`src/rtl/bfp_pkg.sv`:
```
// rtl/bfp_pkg.sv - shared types and helpers for the block-floating-point scaler
package bfp_pkg;

    typedef enum logic [1:0] {
        ST_IDLE   = 2'd0,
        ST_ACTIVE = 2'd1,
        ST_DONE   = 2'd2
    } bfp_state_t;

    // Two bits of headroom absorb radix-2 complex butterfly growth.
    function automatic logic [31:0] bfp_target(input logic [31:0] dw);
        return dw - 32'd2;
    endfunction

    // bw is pre-clamped to dw by the caller, so the result fits in 0..2.
    function automatic logic [1:0] bfp_shift(input logic [31:0] bw, input logic [31:0] dw);
        logic [31:0] diff;
        diff = 32'd0;
        if (bw > bfp_target(dw)) begin
            diff = bw - bfp_target(dw);
        end
        return diff[1:0];
    endfunction

endpackage

```
`src/rtl/bfp_arithShifter.sv`:
```
// rtl/bfp_arithShifter.sv - combinational arithmetic right shift by 0..2
module bfp_arithShifter #(
    parameter int FFT_DW = 16
) (
    input  logic [FFT_DW-1:0] operand,
    input  logic [1:0]        shift,
    output logic [FFT_DW-1:0] result
);

    always_comb begin
        result = FFT_DW'($signed(operand) >>> shift);
    end

endmodule

```
`src/rtl/bfp_scaler.sv`:
```
// rtl/bfp_scaler.sv - per-stage BFP shift selection, operand scaling and block exponent
module bfp_scaler
    import bfp_pkg::*;
#(
    parameter int FFT_DW    = 16,
    parameter int FFT_BFPDW = 5,
    parameter int FFT_EXPDW = 8
) (
    input  logic                 clk,
    input  logic                 rst,
    input  logic                 frame_start,
    input  logic                 frame_end,
    input  logic                 stage_start,
    input  logic                 bw_valid,
    input  logic [FFT_BFPDW-1:0] bw_in,
    input  logic                 in_valid,
    input  logic [FFT_DW-1:0]    operand0,
    input  logic [FFT_DW-1:0]    operand1,
    input  logic [FFT_DW-1:0]    operand2,
    input  logic [FFT_DW-1:0]    operand3,
    output logic                 out_valid,
    output logic [FFT_DW-1:0]    scaled0,
    output logic [FFT_DW-1:0]    scaled1,
    output logic [FFT_DW-1:0]    scaled2,
    output logic [FFT_DW-1:0]    scaled3,
    output logic [1:0]           shift_amt,
    output logic [FFT_EXPDW-1:0] exponent,
    output logic                 exp_valid
);

    localparam logic [FFT_BFPDW-1:0] BW_LIMIT = FFT_BFPDW'(FFT_DW);
    localparam logic [FFT_EXPDW-1:0] EXP_SAT  = {FFT_EXPDW{1'b1}};

    bfp_state_t           state;
    logic [FFT_BFPDW-1:0] bw_max;
    logic [FFT_BFPDW-1:0] bw_clamped;
    logic [FFT_BFPDW-1:0] bw_accum;
    logic [1:0]           stage_shift;
    logic [1:0]           shift_eff;
    logic [FFT_EXPDW:0]   exp_sum;
    logic                 active;
    logic                 stage_event;
    logic                 data_event;
    logic [FFT_DW-1:0]    shifted0;
    logic [FFT_DW-1:0]    shifted1;
    logic [FFT_DW-1:0]    shifted2;
    logic [FFT_DW-1:0]    shifted3;

    always_comb begin
        active      = (state == ST_ACTIVE);
        bw_clamped  = (bw_in > BW_LIMIT) ? BW_LIMIT : bw_in;
        bw_accum    = (bw_clamped > bw_max) ? bw_clamped : bw_max;
        stage_shift = bfp_shift(32'(bw_max), 32'(FFT_DW));
        // frame_start restarts and frame_end freezes, so neither cycle closes a stage.
        stage_event = active && stage_start && !frame_start && !frame_end;
        data_event  = active && in_valid;
        // Operands arriving with stage_start already belong to the new stage.
        shift_eff   = stage_event ? stage_shift : shift_amt;
        exp_sum     = {1'b0, exponent} + (FFT_EXPDW+1)'(stage_shift);
    end

    bfp_arithShifter #(.FFT_DW(FFT_DW)) u_shift0 (.operand(operand0), .shift(shift_eff), .result(shifted0));
    bfp_arithShifter #(.FFT_DW(FFT_DW)) u_shift1 (.operand(operand1), .shift(shift_eff), .result(shifted1));
    bfp_arithShifter #(.FFT_DW(FFT_DW)) u_shift2 (.operand(operand2), .shift(shift_eff), .result(shifted2));
    bfp_arithShifter #(.FFT_DW(FFT_DW)) u_shift3 (.operand(operand3), .shift(shift_eff), .result(shifted3));

    always_ff @(posedge clk) begin
        if (rst) begin
            state     <= ST_IDLE;
            bw_max    <= '0;
            shift_amt <= '0;
            exponent  <= '0;
            exp_valid <= 1'b0;
            out_valid <= 1'b0;
            scaled0   <= '0;
            scaled1   <= '0;
            scaled2   <= '0;
            scaled3   <= '0;
        end else begin
            out_valid <= data_event;
            if (data_event) begin
                scaled0 <= shifted0;
                scaled1 <= shifted1;
                scaled2 <= shifted2;
                scaled3 <= shifted3;
            end

            if (frame_start) begin
                state     <= ST_ACTIVE;
                bw_max    <= '0;
                shift_amt <= '0;
                exponent  <= '0;
                exp_valid <= 1'b0;
            end else if (active) begin
                if (frame_end) begin
                    state     <= ST_DONE;
                    exp_valid <= 1'b1;
                end else if (stage_event) begin
                    shift_amt <= stage_shift;
                    exponent  <= exp_sum[FFT_EXPDW] ? EXP_SAT : exp_sum[FFT_EXPDW-1:0];
                    bw_max    <= bw_valid ? bw_clamped : '0;
                end else if (bw_valid) begin
                    bw_max <= bw_accum;
                end
            end
        end
    end

endmodule

```
`config.mk`:
```
export PLATFORM = sky130hd
export DESIGN_NAME = bfp_scaler
export DESIGN_NICKNAME = d
export VERILOG_FILES = /design/src/rtl/bfp_pkg.sv /design/src/rtl/bfp_arithShifter.sv /design/src/rtl/bfp_scaler.sv
export SDC_FILE = /design/constraint.sdc
export NUM_CORES = 1
export LEC_CHECK = 0
export CORE_ASPECT_RATIO = 0.6
export CORE_UTILIZATION = 35
export DETAILED_ROUTE_END_ITERATION = 8
export PLACE_DENSITY = 0.64
export SLEW_MARGIN = 20
export SYNTH_ARGS = -nofsm -noshare
export SYNTH_HDL_FRONTEND = slang
export SYNTH_HIERARCHICAL = 1
export SYNTH_SLANG_ARGS = --single-unit
```
`constraint.sdc`:
```
create_clock -name clk -period 2.7 [get_ports clk]
set_input_delay 0.54 -clock clk [delete_from_list [all_inputs] [get_ports clk]]
set_output_delay 0.54 -clock clk [all_outputs]
set_load 0.01 [all_outputs]
```
==> results.md, run 1 <==
- Clock transition at the registers of the reported paths: 60 ps
- Grt ovf: 0
- Ant diodes: 0
- Worst Slack Setup Final: 145 ps
- Post-detail-place hpwl: 10.1 mm
- Hold path depth: 2
- Finished Layout Cells: 802
- Chip height: 92.6 um
- Final core occ: 0.516
- Worst flop-to-flop path startpoint: bw_max[1]
- Residual DRC: 0
- Maximum fanout along the worst path: 6
- Outcome: complete, no violations
- MaxCap Viol Count: 0
- Largest net degree at the start of global routing: 66
- TritonRoute pass-1 iters: 5
- IO Pins: 152
- Hold crit path type: reg -> reg
- Pins Over Slew Limit: 0
- Worst VDD drop: 0.000269 V
- Count leader, synth: nand2_1
- Yosys warning total: 6
- Port-buffer cells: 151
- Crit path launch: bw_max[1]
- Width of the die: 153 um
- Crit path DAT: 2820 ps
- GRT Util Overall: 0.203
- Post CTS Setup Buffer Count: 0
- Rel. slew slack: 0.624
- Unrepaired setup endpoints after global routing: false
- Worst slew pin tran: 564 ps
- Die ar.: 0.0142 mm^2
- Top cells by area, synth: dfxtp_1 34%, mux4_1 15%, mux4_2 11%, nand2_1 11%, a21oi_1 7.7%
- H-tree levels: 3
- Most frequent cells after synthesis: 136 x nand2_1, 82 x dfxtp_1, 74 x a21oi_1
- Fin area: 0.00675 mm^2
- Initial core utilization: 0.366
- Site row count: 32
- Leading area contributor after synthesis: dfxtp_1
- Mapped Nets: 567
- Fin. Hold Viols: 0
- Count of different cell masters after synthesis: 40
- Hold_ws: 456 ps
- Final WL: 13.9 mm
- Inserted Clock Buffers: 9
- WP data required: 2970 ps
- Post-synth ARST share: 0
- Total Power: 2.95 mW
- Worst slack, placed: -144 ps
- Peak Freq: 391 MHz
- Cell Area, Synth: 0.00479 mm^2
- GPL Wtd Cong: 0.876
- Setup TNS: 0 ps
- Number of synthesized flops with an enable pin: 0
- Synth Flop Type: dfxtp_1
- Vias in the first global route: 4224
- R2r worst-path depth: 8
- DR WL/cell: 17.3 um
- CTS max path bufs: 2
- Sequential-to-total area share from yosys stat: 0.343
- Period utilization: 0.946
- Reg2reg end: exponent[0]
- DR iter-0 viols: 236
- Tmin final: 2560 ps
- Root buf cell: clkbuf_16
- Layout cells sized above 1: 0.130
- Yosys top cell area share: 0.343
- P&R area growth vs syn: 41.0%
- Leakage Power: 2.31 nW
- DR vias/cell: 5.38
- Worst skew pair latency: 340 ps
- Gate count of the mapped netlist: 485
- CTS tree: done
- Resized cells post-CTS: 0
- CTS sink count: 82
- Reg2Reg Setup Slack: 140 ps
- Placed instance count: 786
- Cell area after placement: 0.00647 mm^2
- Worst Setup End Kind: register
- Final Setup Violations: 0
- First-pass GRT wire length: 22.5 mm
- Skew final: 10.3 ps
- Nets: 709
- P per Cell Area: 437 mW/mm^2
- Routed Antenna Nets: 0
- Via count: 4311
- CTS hold repair buffers: 0
- Type of origin of the critical path: register
- Initial antenna violation count: 0
- Core Area: 0.0131 mm^2
- Hold path startpoint: scaled3[5]
- Critical path class: reg -> reg
- Avg Inst Size Synth: 9.88 um^2
- Seq cells post-synth: 82
- Hold endpoint: scaled3[5]
[cells by family (layout without fill, tap and decap cells)]
kind of cell	Yosys count	count (layout)	share of synthesized area
multiplexers	68	68	0.303
buffers and inverters	52	199	0.0658
XOR/XNOR	6	6	0.0110
adder cells (fa/ha/maj)	6	6	0.0172
AO/OA/AOI/OAI	88	88	0.0980
flip-flops	82	82	0.343
AND/OR/NAND/NOR	183	183	0.162
[final cells by class]
class,instances,area (um^2)
clock buffers,10,229
fillers,1194,6340
well taps,170,213
repair buffers,174,1730
inverters,9,33.8
multi-input cells,351,2850
clock inverters,6,57.6
flip-flops and latches,82,1640
[cells in the final DEF, fill, tap and decap left out, drive strengths merged, types with 4 or more instances in the layout]
master,n
buf,24
clkdlybuf4s50,150
nand3,8
clkbuf,10
and2,4
nand2,136
nor2,16
ha,5
mux4,52
xor2,4
dfxtp,82
mux2,13
inv,9
clkinv,4
o21ai,9
a21oi,74
[worst max-delay path, cell delays in order, from the launching register on]
cell and delay [ps]:
dfxtp_1 420, nand3_1 90, a21boi_0 390, ha_1 250
inv_1 50, fa_1 380, nor2_1 330, nand4_1 350
a31oi_1 230
[registers in the layout, indices dropped and copies added, names as in the netlist]
register	count
exponent	8
state	2
scaled3	16
shift_amt	2
scaled2	16
out_valid	1
scaled1	16
scaled0	16
bw_max	5
[how the worst max path moves through the flow]
stage	endpoint	slack, ps	depth (start not counted)
after floorplan	scaled0[14]	260	10
after global placement	scaled1[2]	-70	9
after detailed placement	scaled1[0]	-140	9
after CTS	scaled3[6]	200	9
after global routing	exponent[2]	1	8
final	exponent[0]	140	8
[per-layer routing]
metal,GRT usage,share of wire
met5,0,0
met4,0.0488,0.0061
met1,0.280,0.48
met3,0.0618,0.073
met2,0.308,0.44
[power by group]
part / internal, mW / switching, mW
Sequential: 1.25 / 0.0232
Combinational: 0.259 / 0.199
Clock: 0.711 / 0.508
Total: 2.22 / 0.730
Power figures use the tool's default switching activity.
==> run 2, diff against run 1 <==
- PLACE_DENSITY: 0.64 -> 0.67
- REMOVE_ABC_BUFFERS: default -> 1
- TNS_END_PERCENT: default -> 30
- clock period: 2.7 -> 2.1 ns (I/O delays scaled with it)
==> results.md, run 2 (same netlist as run 1, synthesis figures left out) <==
- CTS sink count: 82 (unchanged)
- Multi-input logic area: 0.00288 mm^2 (+0.97%)
- Width of the die: 153 um (unchanged)
- GPL Wtd Cong: 0.846 (-3.5%)
- Final WL: 14.4 mm (+3.7%)
- Maximum fanout along the worst path: 7 (+1)
- Site row count: 32 (unchanged)
- Top Usage Layer GRT: met2
- Root buf cell: clkbuf_16
- Grt ovf: 0 (unchanged)
- Chip height: 92.6 um (unchanged)
- Tmin final: 2170 ps
- Leakage Power: 2.55 nW (+10%)
- GRT Util Overall: 0.210 (+0.00769)
- GR Layer Usage met3: 0.0576 (-0.00421)
- Outcome: finished, violations left
- Crit path DAT: 2380 ps (-440 ps)
- DR WL/cell: 17.2 um (-0.48%)
- Worst Setup End Kind: register
- WP data required: 2310 ps (-660 ps)
- FILL cells: 1145 (-4.1%)
- FF+latch area: 0.00164 mm^2 (+0.15%)
- P&R area growth vs syn: 51.4%
- Largest net degree at the start of global routing: 66 (unchanged)
- Critical path class: in -> reg
- Worst slew pin tran: 332 ps (-232 ps)
- Core Area: 0.0131 mm^2 (unchanged)
- Clock transition at the registers of the reported paths: 60 ps (about the same)
- Critical Path End: scaled1[1]
- TritonRoute pass-1 iters: 4 (-1)
- Final Setup Violations: 29 (+29)
- First-pass GRT wire length: 23.1 mm (+2.7%)
- Global Route met2 Usage: 0.340 (+0.0316)
- IO Pins: 152 (unchanged)
- Worst skew pair latency: 340 ps (about the same)
- Routed Antenna Nets: 0 (unchanged)
- Peak Freq: 461 MHz
- DR vias/cell: 5.19 (-3.4%)
- Worst flop-to-flop path startpoint: state[1]
- Nets: 743 (+4.8%)
- Layout cells sized above 1: 0.218 (+0.0880)
- Skew final: 5.24 ps (-5.05 ps)
- Placed instance count: 800 (+1.8%)
- Reg2reg end: scaled1[1]
- Fin. Hold Viols: 0 (unchanged)
- Period utilization: 1.03
- Failing checks: setup timing
- CTS hold repair buffers: 0 (unchanged)
- Residual DRC: 0 (unchanged)
- Type of origin of the critical path: input pin
- Hold crit path type: in -> reg
- Rel. slew slack: 0.778 (+0.154)
- Post-detail-place hpwl: 9.83 mm (-3.0%)
- Worst VDD drop: 0.000326 V (+21%)
- P per Cell Area: 514 mW/mm^2 (+18%)
- Worst Slack Setup Final: -67.6 ps (-212 ps)
- Pins Over Slew Limit: 0 (unchanged)
- Vias in the first global route: 4346 (+2.9%)
- Die ar.: 0.0142 mm^2 (unchanged)
- H-tree levels: 3 (unchanged)
- CTS tree: done
- Unrepaired setup endpoints after global routing: true
- R2r worst-path depth: 9 (+1)
- Initial antenna violation count: 0 (unchanged)
- Setup TNS: -992 ps (-992 ps)
- Routing usage on met1: 0.281 (+0.000569)
- Most frequent cells in the layout: 145 x clkdlybuf4s50_1, 134 x nand2_1, 80 x dfxtp_1
- Ant diodes: 0 (unchanged)
- DR iter-0 viols: 177 (-25%)
- Finished Layout Cells: 836 (+4.2%)
- Initial core utilization: 0.366 (unchanged)
- Via count: 4342 (+0.72%)
- Crit path launch: frame_end
- MaxCap Viol Count: 0 (unchanged)
- Most common cell after layout, fill and taps aside: clkdlybuf4s50_1
- Reg2Reg Setup Slack: -60 ps (-200 ps)
- Inserted Clock Buffers: 9 (unchanged)
- CTS max path bufs: 2 (unchanged)
- Port-buffer cells: 151 (unchanged)
-- run 2: routing by layer --
metal | up-vias | part of all wire
li1 | 2088 | -
met1 | 2069 | 0.44
met2 | 170 | 0.46
met3 | 15 | 0.086
met4 | 0 | 0.0096
met5 | - | 0
-- run 2: metrics by stage --
stage | util | hold slack, ps | power (mW) | setup slack (ps) | area, um^2
final | 0.554 | 389 | 3.72 | -67.6 | 7250
after global placement | 0.505 | 442 | 2.25 | -604 | 6610
after detailed placement | 0.505 | 447 | 2.26 | -627 | 6610
after floorplan | - | 450 | 1.88 | -2500 | 4510
after global routing | 0.554 | 399 | 3.89 | -146 | 7250
after CTS | 0.556 | 397 | 3.76 | -36.7 | 7280
-- run 2: worst min-delay path by stage --
stage,start,endpoint,slack (ps),cells after the start
2_1_floorplan,bw_max[3],bw_max[3],450,2
3_3_place_gp,scaled3[6],scaled3[6],440,2
3_5_place_dp,scaled3[10],scaled3[10],450,2
4_1_cts,rst,state[0],400,2
5_1_grt,rst,state[0],400,2
6_report,rst,state[0],390,2
-- run 2: cell type report --
class                           instances  share of cell area
Inverter                                9             0.00466
Multi-Input combinational cell        351               0.397
Sequential cell                        82               0.227
Tap cell                              170              0.0293
Clock buffer                            9              0.0311
Timing Repair Buffer                  208               0.304
Clock inverter                          7             0.00742
-- run 2: where the power goes --
group / internal, mW / switching (mW)
registers: 1.61 / 0.0280
logic: 0.350 / 0.259
clock network: 0.809 / 0.673
-- run 2: repair_timing --
action                     in CTS  in global routing
setup buffers                  16                  0
setup endpoints to repair      72                 70
resized for setup              52                 13
pin swaps                      11                  5
gates cloned                    6                  0
-- run 2: worst max-delay path: stages --
cell and delay, ps:
clkdlybuf4s15_1 210, nor3b_2 210, nand3b_1 130, buf_4 160, mux2_4 380, buf_12 160, buf_16 150, mux4_2 420
nand2_1 70, a21oi_1 60
